==> src/rtl/corr_seq_ctrl_pkg.sv <==
// Shared constants and state encoding for the autocorrelator sequencer.
//   LAGS     : number of lags in the MAC bank (fixed by the bank)
//   SW       : sample width
//   AW       : lag / address width
//   DW       : accumulator width
//   NW       : integration-count width
//   FD       : output FIFO depth
//   BANK_OCC : cycles from a mac_sin/mac_clr pulse until the bank is idle again
package corr_pkg;

  localparam int LAGS     = 32;
  localparam int SW       = 8;
  localparam int AW       = 5;
  localparam int DW       = 32;
  localparam int NW       = 16;
  localparam int FD       = 4;
  localparam int BANK_OCC = 33;

  typedef enum logic [2:0] {
    IDLE,
    CLR,
    WAIT_S,
    SWEEP,
    RD,
    DRAIN
  } state_t;

endpackage

==> src/rtl/corr_seq_ctrl_out_fifo.sv <==
// Small synchronous FIFO for {lag, accumulator} readout entries.
//   clk, rst_n : clock, asynchronous active-low reset (storage cleared too,
//                so the head reads as zero after reset)
//   push       : write push_data this cycle (caller guarantees not full)
//   pop        : drop the head entry this cycle (caller guarantees not empty)
//   pop_data   : current head entry
//   empty      : no entries held
//   count      : number of entries held (0..DEPTH)
module corr_out_fifo #(
  parameter int WIDTH = 37,
  parameter int DEPTH = 4
) (
  input  logic                       clk,
  input  logic                       rst_n,
  input  logic                       push,
  input  logic [WIDTH-1:0]           push_data,
  input  logic                       pop,
  output logic [WIDTH-1:0]           pop_data,
  output logic                       empty,
  output logic [$clog2(DEPTH+1)-1:0] count
);

  localparam int PW = (DEPTH > 1) ? $clog2(DEPTH) : 1;
  localparam int CW = $clog2(DEPTH + 1);

  logic [WIDTH-1:0] mem [DEPTH];
  logic [PW-1:0]    wr_ptr;
  logic [PW-1:0]    rd_ptr;
  logic [CW-1:0]    cnt;

  function automatic logic [PW-1:0] ptr_inc(input logic [PW-1:0] p);
    if (p == PW'(DEPTH - 1)) return '0;
    return p + PW'(1);
  endfunction

  always_ff @(posedge clk or negedge rst_n) begin
    if (!rst_n) begin
      wr_ptr <= '0;
      rd_ptr <= '0;
      cnt    <= '0;
      for (int i = 0; i < DEPTH; i++) mem[i] <= '0;
    end else begin
      if (push) begin
        mem[wr_ptr] <= push_data;
        wr_ptr      <= ptr_inc(wr_ptr);
      end
      if (pop) rd_ptr <= ptr_inc(rd_ptr);
      case ({push, pop})
        2'b10:   cnt <= cnt + CW'(1);
        2'b01:   cnt <= cnt - CW'(1);
        default: cnt <= cnt;
      endcase
    end
  end

  assign pop_data = mem[rd_ptr];
  assign empty    = (cnt == '0);
  assign count    = cnt;

endmodule

==> src/rtl/corr_seq_ctrl.sv <==
// Sequencer for the 32-lag RAM-based MAC bank of the autocorrelator.
// Clears the bank, feeds n_int samples (one 32-cycle sweep each, A = newest
// sample, B = sample delayed by lag k), then reads the 32 accumulators out
// through a small FIFO with valid/ready handshaking.
//   start, n_int                    : begin an integration of n_int samples
//   s_valid, s_data, s_ready        : sample input stream
//   mac_clr, mac_sin, mac_A, mac_B  : registered bank sweep controls / operands
//   mac_read, mac_rAddr, mac_rData  : bank readout (read latency 2)
//   out_valid/data/lag/last, ready  : result stream, lag 0..31 in order
//   busy, done                      : status; done pulses after the lag-31 handshake
module corr_seq_ctrl
  import corr_pkg::*;
(
  input  logic          clk,
  input  logic          rst_n,
  input  logic          start,
  input  logic [NW-1:0] n_int,
  input  logic          s_valid,
  input  logic [SW-1:0] s_data,
  output logic          s_ready,
  output logic          mac_clr,
  output logic          mac_sin,
  output logic [SW-1:0] mac_A,
  output logic [SW-1:0] mac_B,
  output logic          mac_read,
  output logic [AW-1:0] mac_rAddr,
  input  logic [DW-1:0] mac_rData,
  output logic          out_valid,
  output logic [DW-1:0] out_data,
  output logic [AW-1:0] out_lag,
  output logic          out_last,
  input  logic          out_ready,
  output logic          busy,
  output logic          done
);

  localparam int TW   = 6;
  localparam int ILW  = AW + 1;
  localparam int CW   = $clog2(FD + 1);
  localparam int SUMW = CW + 1;

  state_t          state, state_d;
  logic [NW-1:0]   n_int_q, n_int_d;
  logic [NW-1:0]   cnt, cnt_d;
  logic [TW-1:0]   timer, timer_d;
  logic [ILW-1:0]  iss_lag, iss_lag_d;
  logic            mac_clr_d, mac_sin_d, mac_read_d, done_d;
  logic [SW-1:0]   mac_A_d, mac_B_d;
  logic [AW-1:0]   mac_rAddr_d;
  logic            hist_clr, hist_shift;
  logic [SW-1:0]   hist [LAGS];

  logic            vld_p0, vld_p0_d, vld_p1, vld_p2;
  logic [AW-1:0]   lag_p1, lag_p2;

  logic            fifo_empty, fifo_pop;
  logic [CW-1:0]   fifo_cnt;
  logic [AW+DW-1:0] fifo_head;
  logic [SUMW-1:0] credit_sum;
  logic            credit_ok;

  // Occupancy plus every read still in the 2-deep pipe; pops are ignored,
  // so a new issue can never find the FIFO full when it lands.
  assign credit_sum = SUMW'(fifo_cnt) + SUMW'(vld_p0) + SUMW'(vld_p1) + SUMW'(vld_p2);
  assign credit_ok  = (credit_sum < SUMW'(FD));

  assign s_ready   = (state == WAIT_S);
  assign busy      = (state != IDLE);
  assign out_valid = !fifo_empty;
  assign out_lag   = fifo_head[AW+DW-1:DW];
  assign out_data  = fifo_head[DW-1:0];
  assign out_last  = out_valid && (out_lag == AW'(LAGS - 1));
  assign fifo_pop  = out_valid && out_ready;

  always_comb begin
    state_d     = state;
    n_int_d     = n_int_q;
    cnt_d       = cnt;
    timer_d     = timer;
    iss_lag_d   = iss_lag;
    mac_clr_d   = 1'b0;
    mac_sin_d   = 1'b0;
    mac_A_d     = mac_A;
    mac_B_d     = mac_B;
    mac_read_d  = mac_read;
    mac_rAddr_d = mac_rAddr;
    vld_p0_d    = 1'b0;
    done_d      = 1'b0;
    hist_clr    = 1'b0;
    hist_shift  = 1'b0;

    case (state)
      IDLE: begin
        if (start) begin
          n_int_d   = n_int;
          cnt_d     = '0;
          timer_d   = '0;
          hist_clr  = 1'b1;
          mac_clr_d = 1'b1;
          mac_A_d   = '0;
          mac_B_d   = '0;
          state_d   = CLR;
        end
      end
      CLR: begin
        timer_d = timer + TW'(1);
        if (timer == TW'(BANK_OCC - 1)) begin
          timer_d = '0;
          if (n_int_q == '0) begin
            mac_read_d = 1'b1;
            iss_lag_d  = '0;
            state_d    = RD;
          end else begin
            state_d = WAIT_S;
          end
        end
      end
      WAIT_S: begin
        if (s_valid) begin
          hist_shift = 1'b1;
          mac_A_d    = s_data;
          mac_sin_d  = 1'b1;
          cnt_d      = cnt + NW'(1);
          timer_d    = '0;
          state_d    = SWEEP;
        end
      end
      SWEEP: begin
        // timer==0 is the mac_sin cycle; B for lag k is registered one
        // cycle ahead so it is on the port during bank sweep cycle k.
        if (timer < TW'(LAGS)) mac_B_d = hist[timer[AW-1:0]];
        else                   mac_B_d = '0;
        timer_d = timer + TW'(1);
        if (timer == TW'(BANK_OCC - 1)) begin
          timer_d = '0;
          if (cnt == n_int_q) begin
            mac_read_d = 1'b1;
            iss_lag_d  = '0;
            state_d    = RD;
          end else begin
            state_d = WAIT_S;
          end
        end
      end
      RD: begin
        if (iss_lag < ILW'(LAGS) && credit_ok) begin
          vld_p0_d    = 1'b1;
          mac_rAddr_d = iss_lag[AW-1:0];
          iss_lag_d   = iss_lag + ILW'(1);
        end
        if (vld_p2 && lag_p2 == AW'(LAGS - 1)) begin
          mac_read_d = 1'b0;
          state_d    = DRAIN;
        end
      end
      DRAIN: begin
        if (fifo_pop && out_last) begin
          done_d  = 1'b1;
          state_d = IDLE;
        end
      end
      default: state_d = IDLE;
    endcase
  end

  always_ff @(posedge clk or negedge rst_n) begin
    if (!rst_n) begin
      state     <= IDLE;
      n_int_q   <= '0;
      cnt       <= '0;
      timer     <= '0;
      iss_lag   <= '0;
      mac_clr   <= 1'b0;
      mac_sin   <= 1'b0;
      mac_A     <= '0;
      mac_B     <= '0;
      mac_read  <= 1'b0;
      mac_rAddr <= '0;
      done      <= 1'b0;
      vld_p0    <= 1'b0;
      vld_p1    <= 1'b0;
      vld_p2    <= 1'b0;
    end else begin
      state     <= state_d;
      n_int_q   <= n_int_d;
      cnt       <= cnt_d;
      timer     <= timer_d;
      iss_lag   <= iss_lag_d;
      mac_clr   <= mac_clr_d;
      mac_sin   <= mac_sin_d;
      mac_A     <= mac_A_d;
      mac_B     <= mac_B_d;
      mac_read  <= mac_read_d;
      mac_rAddr <= mac_rAddr_d;
      done      <= done_d;
      // p0 -> p1 -> p2: read issued, in bank, data on mac_rData
      vld_p0    <= vld_p0_d;
      vld_p1    <= vld_p0;
      vld_p2    <= vld_p1;
    end
  end

  // p0 -> p1 -> p2 lag tags, qualified by vld_pN
  always_ff @(posedge clk) begin
    lag_p1 <= mac_rAddr;
    lag_p2 <= lag_p1;
  end

  always_ff @(posedge clk or negedge rst_n) begin
    if (!rst_n) begin
      for (int i = 0; i < LAGS; i++) hist[i] <= '0;
    end else if (hist_clr) begin
      for (int i = 0; i < LAGS; i++) hist[i] <= '0;
    end else if (hist_shift) begin
      hist[0] <= s_data;
      for (int i = 1; i < LAGS; i++) hist[i] <= hist[i-1];
    end
  end

  corr_out_fifo #(
    .WIDTH (AW + DW),
    .DEPTH (FD)
  ) u_out_fifo (
    .clk       (clk),
    .rst_n     (rst_n),
    .push      (vld_p2),
    .push_data ({lag_p2, mac_rData}),
    .pop       (fifo_pop),
    .pop_data  (fifo_head),
    .empty     (fifo_empty),
    .count     (fifo_cnt)
  );

endmodule
==> config.mk <==
export PLATFORM = sky130hd
export DESIGN_NAME = corr_seq_ctrl
export DESIGN_NICKNAME = d
export VERILOG_FILES = /design/src/rtl/corr_seq_ctrl_pkg.sv /design/src/rtl/corr_seq_ctrl_out_fifo.sv /design/src/rtl/corr_seq_ctrl.sv
export SDC_FILE = /design/constraint.sdc
export NUM_CORES = 1
export LEC_CHECK = 0
export BUFFER_PORTS_ARGS = -buffer_cell sky130_fd_sc_hd__buf_4
export CORE_UTILIZATION = 50
export DETAILED_ROUTE_END_ITERATION = 10
export PLACE_DENSITY = 0.67
export SLEW_MARGIN = 0
export SYNTH_ARGS = -nofsm -noshare
export SYNTH_HDL_FRONTEND = slang
export SYNTH_SLANG_ARGS = --single-unit
==> constraint.sdc <==
create_clock -name clk -period 5.5 [get_ports clk]
set_input_delay 0.275 -clock clk [delete_from_list [all_inputs] [get_ports clk]]
set_output_delay 0.275 -clock clk [all_outputs]
set_load 0.005 [all_outputs]
==> results.ini, run 1 <==
[worst_setup_path]
critical_path_class=flip-flop to flip-flop
end_kind=flip-flop
cp.arrival_ns=4.05
cp-start-kind=flip-flop
crit_required_ns=5.93
crit_fanout=73

[logic_synthesis]
syn_area_per_cell_um2=12.3
async_flop_share_pct=98.0
yosysSeqAreaShare_pct=56.6
ys.warnings.count=0
syn_area_um2=21900
ys_seq_elements=496
synth_edf_count=0
syn-num-nets=1858
ys_types=49
syn_inst=1784
ys.flop_type=dfrtp_1

[clock_tree]
clkLatencyLatePin_ns=0.59
cts_resized=0
numClockSinks=496
cts_buffer_depth=3
clk_pin_slew_ns=0.06
cts_tree=built
numCtsBuffers=52
root_buffer=clkbuf_16
htreeDepth=2

[run_status]
status=finished clean

[run]
maxCapViolCount=0

[timing]
maxSlewHeadroom_pct=19.6
setup_viol=0
post-route-min-period_ns=3.61
hold_viol_final=0
tightestPinTransition_ns=1.21
finalSetupTns_ns=0
fin_skew_ns=0.0167
fmax_mhz=277
timing.final.crit_share_pct=65.7
drv_slew=0
rsz0062_at_grt=no

[pwr]
power_frac_comb_pct=21.5
p_clk_share_pct=33.8
swShare_pct=25.6
power-per-cell-area_nw_per_um2=409
p_seq_share_pct=44.7
peakVddDrop_v=0.000326
power.internal_uw=7770
p_leak_uw=0.0115
switching_power_uw=2670

[place]
dpl-instance-area_um2=23200
io_buffers=126
hpwl_um=27800
globalplace.congestion=0.804

[die]
die_area_um2=44600
die_w_um=211
io_pins=127
rows=76
start_util_pct=50.7
core-area_um2=43100
die_y_um=211

[finish]
multi_input_area_um2=8910
areaGrowthSynthToFinish_pct=16.8
final_cell_mix=dfrtp_1 (483), nand2_1 (367), mux2_2 (160), buf_4 (144), a21oi_1 (143)
seqCellArea_um2=12400
drive_above_1_share_pct=25.4
final_common_cell=dfrtp_1
antenna_cells=0
final_area_um2=25500
final_nets=1986
fillers=3482

[routing]
num_vias=14500
first_iter_violations=1117
drt-pass1-iter-count=5
via_per_inst=5.72
drcViolationCount=0
antenna_left=0
routedWlPerCell_um=18.8
wl_um=47700

[global_routing]
grt_pass1_vias=15000
grt_first_pass_wirelength_um=79400
overflow=0
grt_max_degree=174
track_usage_pct=22.2
grt.busiest_layer=met2
use_met1_pct=30.9
antenna_found_initial=0
use_met2_pct=36.0
use_met3_pct=3.26

[hold_path]
hold_path.class=input port to flip-flop

==> path summary, 6_finish.rpt <==
path / from / end / slack (ns) / cells after the start
min in group asynchronous: rst_n / u_out_fifo.mem[33] / 0.36 / 2
min: s_valid / state[0] / 0.20 / 5
min reg2reg: lag_p1[1] / lag_p2[1] / 0.33 / 0
max: state[1] / hist[10] / 1.89 / 5
max reg2reg: state[1] / hist[10] / 1.89 / 5
max in group asynchronous: rst_n / hist[195] / 3.69 / 3
==> logic make-up (layout without fill, tap and decap cells) <==
kind of cell,count (synthesis),count (layout),synth area share (%)
DFF,496,496,56.6
and+or+nand+nor,482,482,9.19
AOI/OAI and AO/OA,341,341,10.6
muxes,270,270,18.7
buffers and inverters,147,319,2.80
xor gates and xnor gates,35,35,1.40
adders and majority gates,13,13,0.813
==> synthesized netlist by cell type, drive strengths merged, types with 2 or more instances <==
cell type,instances,area (um^2)
nand3b,5,37.5
nor4,7,43.8
inv,16,60.1
xnor2,6,52.6
a31oi,2,12.5
nand4,7,43.8
xor2,29,254
mux2i,16,160
nand3,21,105
clkbuf,75,282
mux2,160,1800
o21ai,29,145
a221oi,7,61.3
dfxtp,10,200
or3b,2,17.5
nor3,8,40.0
nand2,367,1380
o31ai,3,22.5
buf,55,268
nor2b,3,18.8
a21oi,143,716
and3,8,50.1
a22o,134,1170
ha,11,138
o22ai,17,106
or3,10,62.6
and4,2,17.5
mux4,94,2120
fa,2,40.0
nor2,34,128
dfrtp,486,12200
==> power groups by stage <==
| stage | logic, uW | clock network [uW] | registers [uW] |
|---|---|---|---|
| after floorplan | 1470 | 0 | 4580 |
| after global placement | 2180 | 0 | 4680 |
| after detailed placement | 2250 | 0 | 4730 |
| after CTS | 2290 | 3630 | 4660 |
| after global routing | 2460 | 3770 | 4740 |
| final | 2240 | 3530 | 4660 |
==> state kept, by name, indices dropped and copies added, names as in the netlist, 2 cells and up <==
| name | flops |
|---|---|
| cnt | 16 |
| hist | 256 |
| iss_lag | 6 |
| lag_p1 | 5 |
| lag_p2 | 5 |
| mac_A | 8 |
| mac_B | 8 |
| mac_rAddr | 5 |
| n_int_q | 16 |
| state | 3 |
| timer | 6 |
| u_out_fifo.count | 3 |
| u_out_fifo.mem | 148 |
| u_out_fifo.rd_ptr | 2 |
| u_out_fifo.wr_ptr | 2 |
==> critical path, cell delays in order, from the launching register on <==
cell and delay [ns]:
dfrtp_1 0.55, or4b_1 0.96, inv_4 0.38, buf_4 0.67
buf_4 0.70, a21oi_1 0.10
==> what timing repair did <==
item / in CTS / in global routing
hold buffers: 57 / 0
hold endpoints to repair: 265 / 0
setup buffers: 0 / 0
==> through the flow <==
stage / util [%] / hold slack (ns) / std cells / total power (uW) / setup slack, ns
3_5_place_dp: 53.9 / 0.316 / 2386 / 6980 / 1.93
3_3_place_gp: 53.9 / 0.312 / 2386 / 6860 / 1.99
6_report: 59.3 / 0.202 / 2541 / 10400 / 1.89
4_1_cts: 59.3 / 0.161 / 2541 / 10600 / 1.91
5_1_grt: 59.3 / 0.233 / 2541 / 11000 / 1.66
2_1_floorplan: - / -0.0206 / 1784 / 6040 / 3.03
==> per-layer routing <==
layer | vias to the layer above | routed length (um)
li1 | 6674 | -
met1 | 7469 | 21300
met2 | 310 | 23100
met3 | 84 | 2070
met4 | 0 | 1190
met5 | - | 0
==> cell type report <==
type                            instances  area share [%]
Timing Repair Buffer                  204            6.68
Tap cell                              585            2.87
Clock inverter                         19           0.852
Inverter                               17           0.289
Clock buffer                           79            6.00
Multi-Input combinational cell       1141            34.9
Sequential cell                       496            48.4
Power figures use the tool's default switching activity.
==> run 2: changes to the inputs <==
- clock period: 5.5 -> 3.45 ns (I/O delays scaled with it)
==> results.ini, run 2 (synthesized netlist as in run 1, its figures left out) <==
[clock_tree]
clkLatencyLatePin_ns=0.60  ; was 0.59 ns
numCtsBuffers=52  ; unchanged
cts_tree=built  ; unchanged
root_buffer=clkbuf_16  ; unchanged
cts_setup_buffers=0  ; unchanged
clk_pin_slew_ns=0.06  ; about the same
numClockSinks=496  ; unchanged
cts_buffer_depth=3  ; unchanged
htreeDepth=2  ; unchanged

[routing]
dr.max_layer_used=met4  ; unchanged
drt-met1-wl_um=21700  ; was 21300 um
first_iter_violations=1131  ; was 1117
via_per_inst=5.75  ; was 5.72
num_vias=14700  ; was 14500
wl_met3_um=1990  ; was 2070 um
drcViolationCount=0  ; unchanged
routedWlPerCell_um=18.9  ; was 18.8 um
wl_um=48300  ; was 47700 um
antenna_left=0  ; unchanged
wl_met2_um=23400  ; was 23100 um
drt-pass1-iter-count=5  ; unchanged

[global_routing]
overflow=0  ; unchanged
grt_first_pass_wirelength_um=80200  ; was 79400 um
antenna_found_initial=0  ; unchanged
grt_max_degree=134  ; was 174
track_usage_pct=22.4  ; was 22.2%
grt_pass1_vias=15100  ; was 15000

[finish]
seqCellArea_um2=12400  ; unchanged
drive_above_1_share_pct=25.6  ; was 25.4%
final_nets=1997  ; was 1986
final_common_cell=dfrtp_1  ; unchanged
utilization_pct=59.6  ; was 59.3%
final_area_um2=25700  ; was 25500 um^2
reg_top3=hist x256, u_out_fifo.mem x148  ; unchanged
final_cell_mix=dfrtp_1 (483), nand2_1 (367), mux2_2 (160), buf_4 (149), a21oi_1 (143)  ; was dfrtp_1 (483), nand2_1 (367), mux2_2 (160), buf_4 (144), a21oi_1 (143)
top_register=hist  ; unchanged
fillers=3493  ; was 3482
largest_reg_flops=256  ; unchanged
multi_input_area_um2=8910  ; unchanged
areaGrowthSynthToFinish_pct=17.4  ; was 16.8%
antenna_cells=0  ; unchanged

[timing]
post-route-min-period_ns=2.77
setup_viol=0  ; unchanged
drv_slew=0  ; unchanged
timing.final.crit_share_pct=80.2
fmax_mhz=361
fin_skew_ns=0.0296  ; was 0.0167 ns
maxSlewHeadroom_pct=36.1  ; was 19.6%
hold_viol_final=0  ; unchanged
fin_ws_ns=0.682  ; was 1.89 ns
rsz0062_at_grt=no  ; unchanged
finalSetupTns_ns=0  ; unchanged
tightestPinTransition_ns=0.959  ; was 1.21 ns

[worst_setup_path]
crit_required_ns=3.28  ; was 5.93 ns
crit_fanout=18  ; was 73
critPathSlowestCell=dfrtp_2  ; was or4b_1
cp.arrival_ns=2.60  ; was 4.05 ns
cp_num_buf_inv=1  ; was 3
max_stage_delay_ns=0.76  ; was 0.96 ns
crit_chain=mux4_2 -> and4_1 -> and3_1 -> buf_4  ; was or4b_1 -> inv_4 -> buf_4 -> buf_4 -> a21oi_1
critical_path_class=flip-flop to primary output  ; was flip-flop to flip-flop
cp_top_family=flip-flops  ; was buffers and inverters
end_kind=primary output  ; was flip-flop
cp-start-kind=flip-flop  ; unchanged

[pwr]
swShare_pct=25.5  ; was 25.6%
power_uw=16600  ; was 10400 uW
p_clk_share_pct=33.6  ; was 33.8%
power.internal_uw=12400  ; was 7770 uW
power_frac_comb_pct=21.4  ; was 21.5%
power-per-cell-area_nw_per_um2=649  ; was 409 nW/um^2
switching_power_uw=4250  ; was 2670 uW
p_leak_uw=0.0116  ; was 0.0115 uW
peakVddDrop_v=0.000350  ; was 0.000326 V
p_seq_share_pct=45.0  ; was 44.7%

[run_status]
status=finished clean  ; unchanged

[place]
globalplace.congestion=0.798  ; was 0.804
dpl-instance-area_um2=23400  ; was 23200 um^2
io_buffers=126  ; unchanged
dpl_worst_slack_ns=0.749  ; was 1.93 ns
hpwl_um=28600  ; was 27800 um

[die]
die_y_um=211  ; unchanged
start_util_pct=50.7  ; unchanged
die_w_um=211  ; unchanged
io_pins=127  ; unchanged
core-area_um2=43100  ; unchanged
die_area_um2=44600  ; unchanged
rows=76  ; unchanged

[run]
maxCapViolCount=0  ; unchanged

[hold_path]
hold_path.class=input port to flip-flop  ; unchanged

==> run 2: cell count changes in the layout (fill, tap and decap cells not counted), moves of 2 or more <==
cell	delta
buf_12	+6
buf_4	+5
clkbuf_1	+4
clkinv_8	-2
==> run 2: path summary, 6_finish.rpt <==
path | from | endpoint | slack, ns | cells past startpoint
setup / recovery | u_out_fifo.rd_ptr[0] | out_last | 0.68 | 4
hold / removal | s_valid | state[0] | 0.10 | 5
min in group asynchronous | rst_n | u_out_fifo.mem[68] | 0.12 | 2
hold reg to reg | lag_p1[0] | lag_p2[0] | 0.32 | 0
max in group asynchronous | rst_n | u_out_fifo.mem[47] | 2.27 | 3
setup reg to reg | state[1] | hist[55] | 0.79 | 6
==> run 2: worst register-to-register path, delay by kind of cell (launching register included) <==
| kind | cells | cell delay (ns) |
|---|---|---|
| and+or+nand+nor | 2 | 0.99 |
| buffers and inverters | 3 | 0.90 |
| DFF | 1 | 0.35 |
| AOI/OAI and AO/OA | 1 | 0.31 |
==> run 2: cell type report <==
type | count | area share [%]
Multi-Input combinational cell | 1141 | 34.7
Tap cell | 585 | 2.85
Clock inverter | 14 | 0.595
Sequential cell | 496 | 48.2
Timing Repair Buffer | 215 | 7.27
Inverter | 17 | 0.288
Clock buffer | 83 | 6.08
==> run 2: repair_timing <==
action | CTS | global route
gates resized for setup | 0 | 0
hold buffers | 57 | 0
endpoints found under the hold margin | 218 | 0
==> run 2: layer usage <==
layer | vias up | track usage (%)
met2 | 304 | 35.9
met5 | - | 0
li1 | 6682 | -
met4 | 0 | 7.55
met3 | 72 | 3.11
met1 | 7613 | 31.7
==> run 2: metrics by stage <==
stage | hold slack, ns | instances
6_report | 0.103 | 2551
5_1_grt | 0.122 | 2551
2_1_floorplan | -0.123 | 1784
3_3_place_gp | 0.157 | 2397
4_1_cts | 0.0668 | 2551
3_5_place_dp | 0.170 | 2397
==> run 2: power by group through the flow <==
stage	registers [uW]	logic (uW)	clock network [uW]
floorplan	7290	2340	0
global placement	7510	3470	0
detailed placement	7590	3560	0
CTS	7490	3620	5740
global route	7630	3890	5950
finish	7490	3570	5590
==> run 3: changes to the inputs <==
- clock period: 3.45 -> 2.67 ns (I/O delays scaled with it)
==> results.ini, run 3 (synthesized netlist as in run 1, its figures left out) <==
[run_status]
status=finished clean  ; unchanged

[worst_setup_path]
cp.arrival_ns=2.36  ; was 2.60 ns
max_stage_delay_ns=0.61  ; was 0.76 ns
critical_path_class=flip-flop to primary output  ; unchanged
worst_r2r_endpoint=mac_B[2]  ; was hist[55]
rrSetupSlack_ns=0.42  ; was 0.79 ns
end_kind=primary output  ; unchanged
critPathSlowestCell=mux4_2  ; was dfrtp_2
crit_chain=buf_4 -> mux4_2 -> buf_4  ; was mux4_2 -> and4_1 -> and3_1 -> buf_4
crit_start=u_out_fifo.rd_ptr[0]  ; unchanged
r2r_start=timer[0]  ; was state[1]
cp-start-kind=flip-flop  ; unchanged
crit_fanout=21  ; was 18
worstRegToRegCells=6  ; unchanged
endpoint=out_data[1]  ; was out_last
crit_required_ns=2.54  ; was 3.28 ns
cp_common_cell=buf_4

[place]
io_buffers=126  ; unchanged
globalplace.congestion=0.808  ; was 0.798
hpwl_um=30900  ; was 28600 um

[clock_tree]
cts_setup_buffers=0  ; unchanged
cts_resized=0  ; unchanged
htreeDepth=2  ; unchanged
cts_tree=built  ; unchanged
clk_pin_slew_ns=0.05  ; was 0.06 ns
cts_buffer_depth=3  ; unchanged
clkLatencyLatePin_ns=0.61  ; was 0.60 ns
root_buffer=clkbuf_16  ; unchanged
numCtsBuffers=52  ; unchanged
numClockSinks=496  ; unchanged

[pwr]
p_leak_uw=0.0117  ; was 0.0116 uW
power-per-cell-area_nw_per_um2=830  ; was 649 nW/um^2
peakVddDrop_v=0.000597  ; was 0.000350 V

[die]
die_w_um=211  ; unchanged
die_y_um=211  ; unchanged
start_util_pct=50.7  ; unchanged
io_pins=127  ; unchanged
core-area_um2=43100  ; unchanged
die_area_um2=44600  ; unchanged
rows=76  ; unchanged

[global_routing]
grt_max_degree=134  ; unchanged
overflow=0  ; unchanged
grt_first_pass_wirelength_um=80700  ; was 80200 um
grt_pass1_vias=15200  ; was 15100
antenna_found_initial=1  ; was 0
track_usage_pct=22.7  ; was 22.4%

[finish]
seqCellArea_um2=12400  ; unchanged
fillers=3415  ; was 3493
final_common_cell=dfrtp_1  ; unchanged
multi_input_area_um2=8910  ; unchanged
areaGrowthSynthToFinish_pct=18.4  ; was 17.4%
reg_top3=hist x256, u_out_fifo.mem x148  ; unchanged
drive_above_1_share_pct=26.4  ; was 25.6%
final_cell_mix=dfrtp_1 (483), nand2_1 (367), buf_4 (165), mux2_2 (160), a21oi_1 (143)  ; was dfrtp_1 (483), nand2_1 (367), mux2_2 (160), buf_4 (149), a21oi_1 (143)
largest_reg_flops=256  ; unchanged
utilization_pct=60.1  ; was 59.6%
top_register=hist  ; unchanged
final_nets=2020  ; was 1997

[routing]
wl_met2_um=24400  ; was 23400 um
wl_met3_um=2370  ; was 1990 um
wl_um=49200  ; was 48300 um
drt-met1-wl_um=21400  ; was 21700 um
dr.max_layer_used=met4  ; unchanged
antenna_left=0  ; unchanged
drcViolationCount=0  ; unchanged
via_per_inst=5.76  ; was 5.75
drt-pass1-iter-count=5  ; unchanged
first_iter_violations=1022  ; was 1131
num_vias=14800  ; was 14700
routedWlPerCell_um=19.1  ; was 18.9 um

[timing]
tightestPinTransition_ns=1.37  ; was 0.959 ns
fmax_mhz=401
fin_skew_ns=0.0262  ; was 0.0296 ns
setup_viol=0  ; unchanged
hold_viol_final=0  ; unchanged
finalSetupTns_ns=0  ; unchanged
post-route-min-period_ns=2.49
timing.final.crit_share_pct=93.4
maxSlewHeadroom_pct=8.37  ; was 36.1%
drv_slew=0  ; unchanged
rsz0062_at_grt=no  ; unchanged

[hold_path]
holdPathStages=3  ; was 5
hold_path.class=input port to flip-flop  ; unchanged

[run]
maxCapViolCount=0  ; unchanged

run 3: critical path, delay by kind of cell, from the launching register on:
kind                   cells  cell delay [ns]
flip-flops                 1             0.55
buffers and inverters      2             0.61
multiplexers               1             0.61
run 3: through the flow:
step | worst slack, ns | power (uW) | cells | hold slack (ns) | area [um^2]
floorplan | 0.201 | 12500 | 1784 | -0.162 | 21900
detailed placement | 0.332 | 14500 | 2419 | 0.157 | 23600
global route | 0.0544 | 22600 | 2572 | 0.0823 | 25900
finish | 0.176 | 21500 | 2572 | 0.0846 | 25900
CTS | 0.132 | 21800 | 2571 | 0.0417 | 25900
global placement | 0.337 | 14200 | 2419 | 0.148 | 23600
run 3: area by class of cell:
cell class | count | area share (%)
inverters | 17 | 0.285
flip-flops and latches | 496 | 47.8
well taps | 585 | 2.83
clock buffers | 78 | 5.79
multi-input cells | 1141 | 34.4
diodes | 1 | 0.00966
clock inverters | 16 | 0.749
repair buffers | 238 | 8.17
run 3: repair_timing:
item / 4_1_cts / 5_1_grt
hold buffers: 58 / 0
endpoints found under the setup margin: 0 / 0
hold endpoints to repair: 307 / 0
run 3: power by group:
group	internal, uW	switching (uW)
logic	2930	1810
clock network	4170	2960
registers	8850	772
run 3: how the worst min path moves through the flow:
stage,startpoint,slack [ns],endpoint
after global routing,out_ready,0.08,u_out_fifo.rd_ptr[0]
after floorplan,rst_n,-0.16,cnt[0]
after global placement,rst_n,0.15,u_out_fifo.mem[142]
after detailed placement,rst_n,0.16,u_out_fifo.mem[142]
after CTS,out_ready,0.04,u_out_fifo.rd_ptr[0]
final,out_ready,0.08,u_out_fifo.rd_ptr[0]
run 3: metal layers:
layer / global-route usage [%] / vias to the layer above
met1: 31.1 / 7690
li1: - / 6714
met3: 4.10 / 68
met2: 37.7 / 354
met4: 5.87 / 0
met5: 0 / -
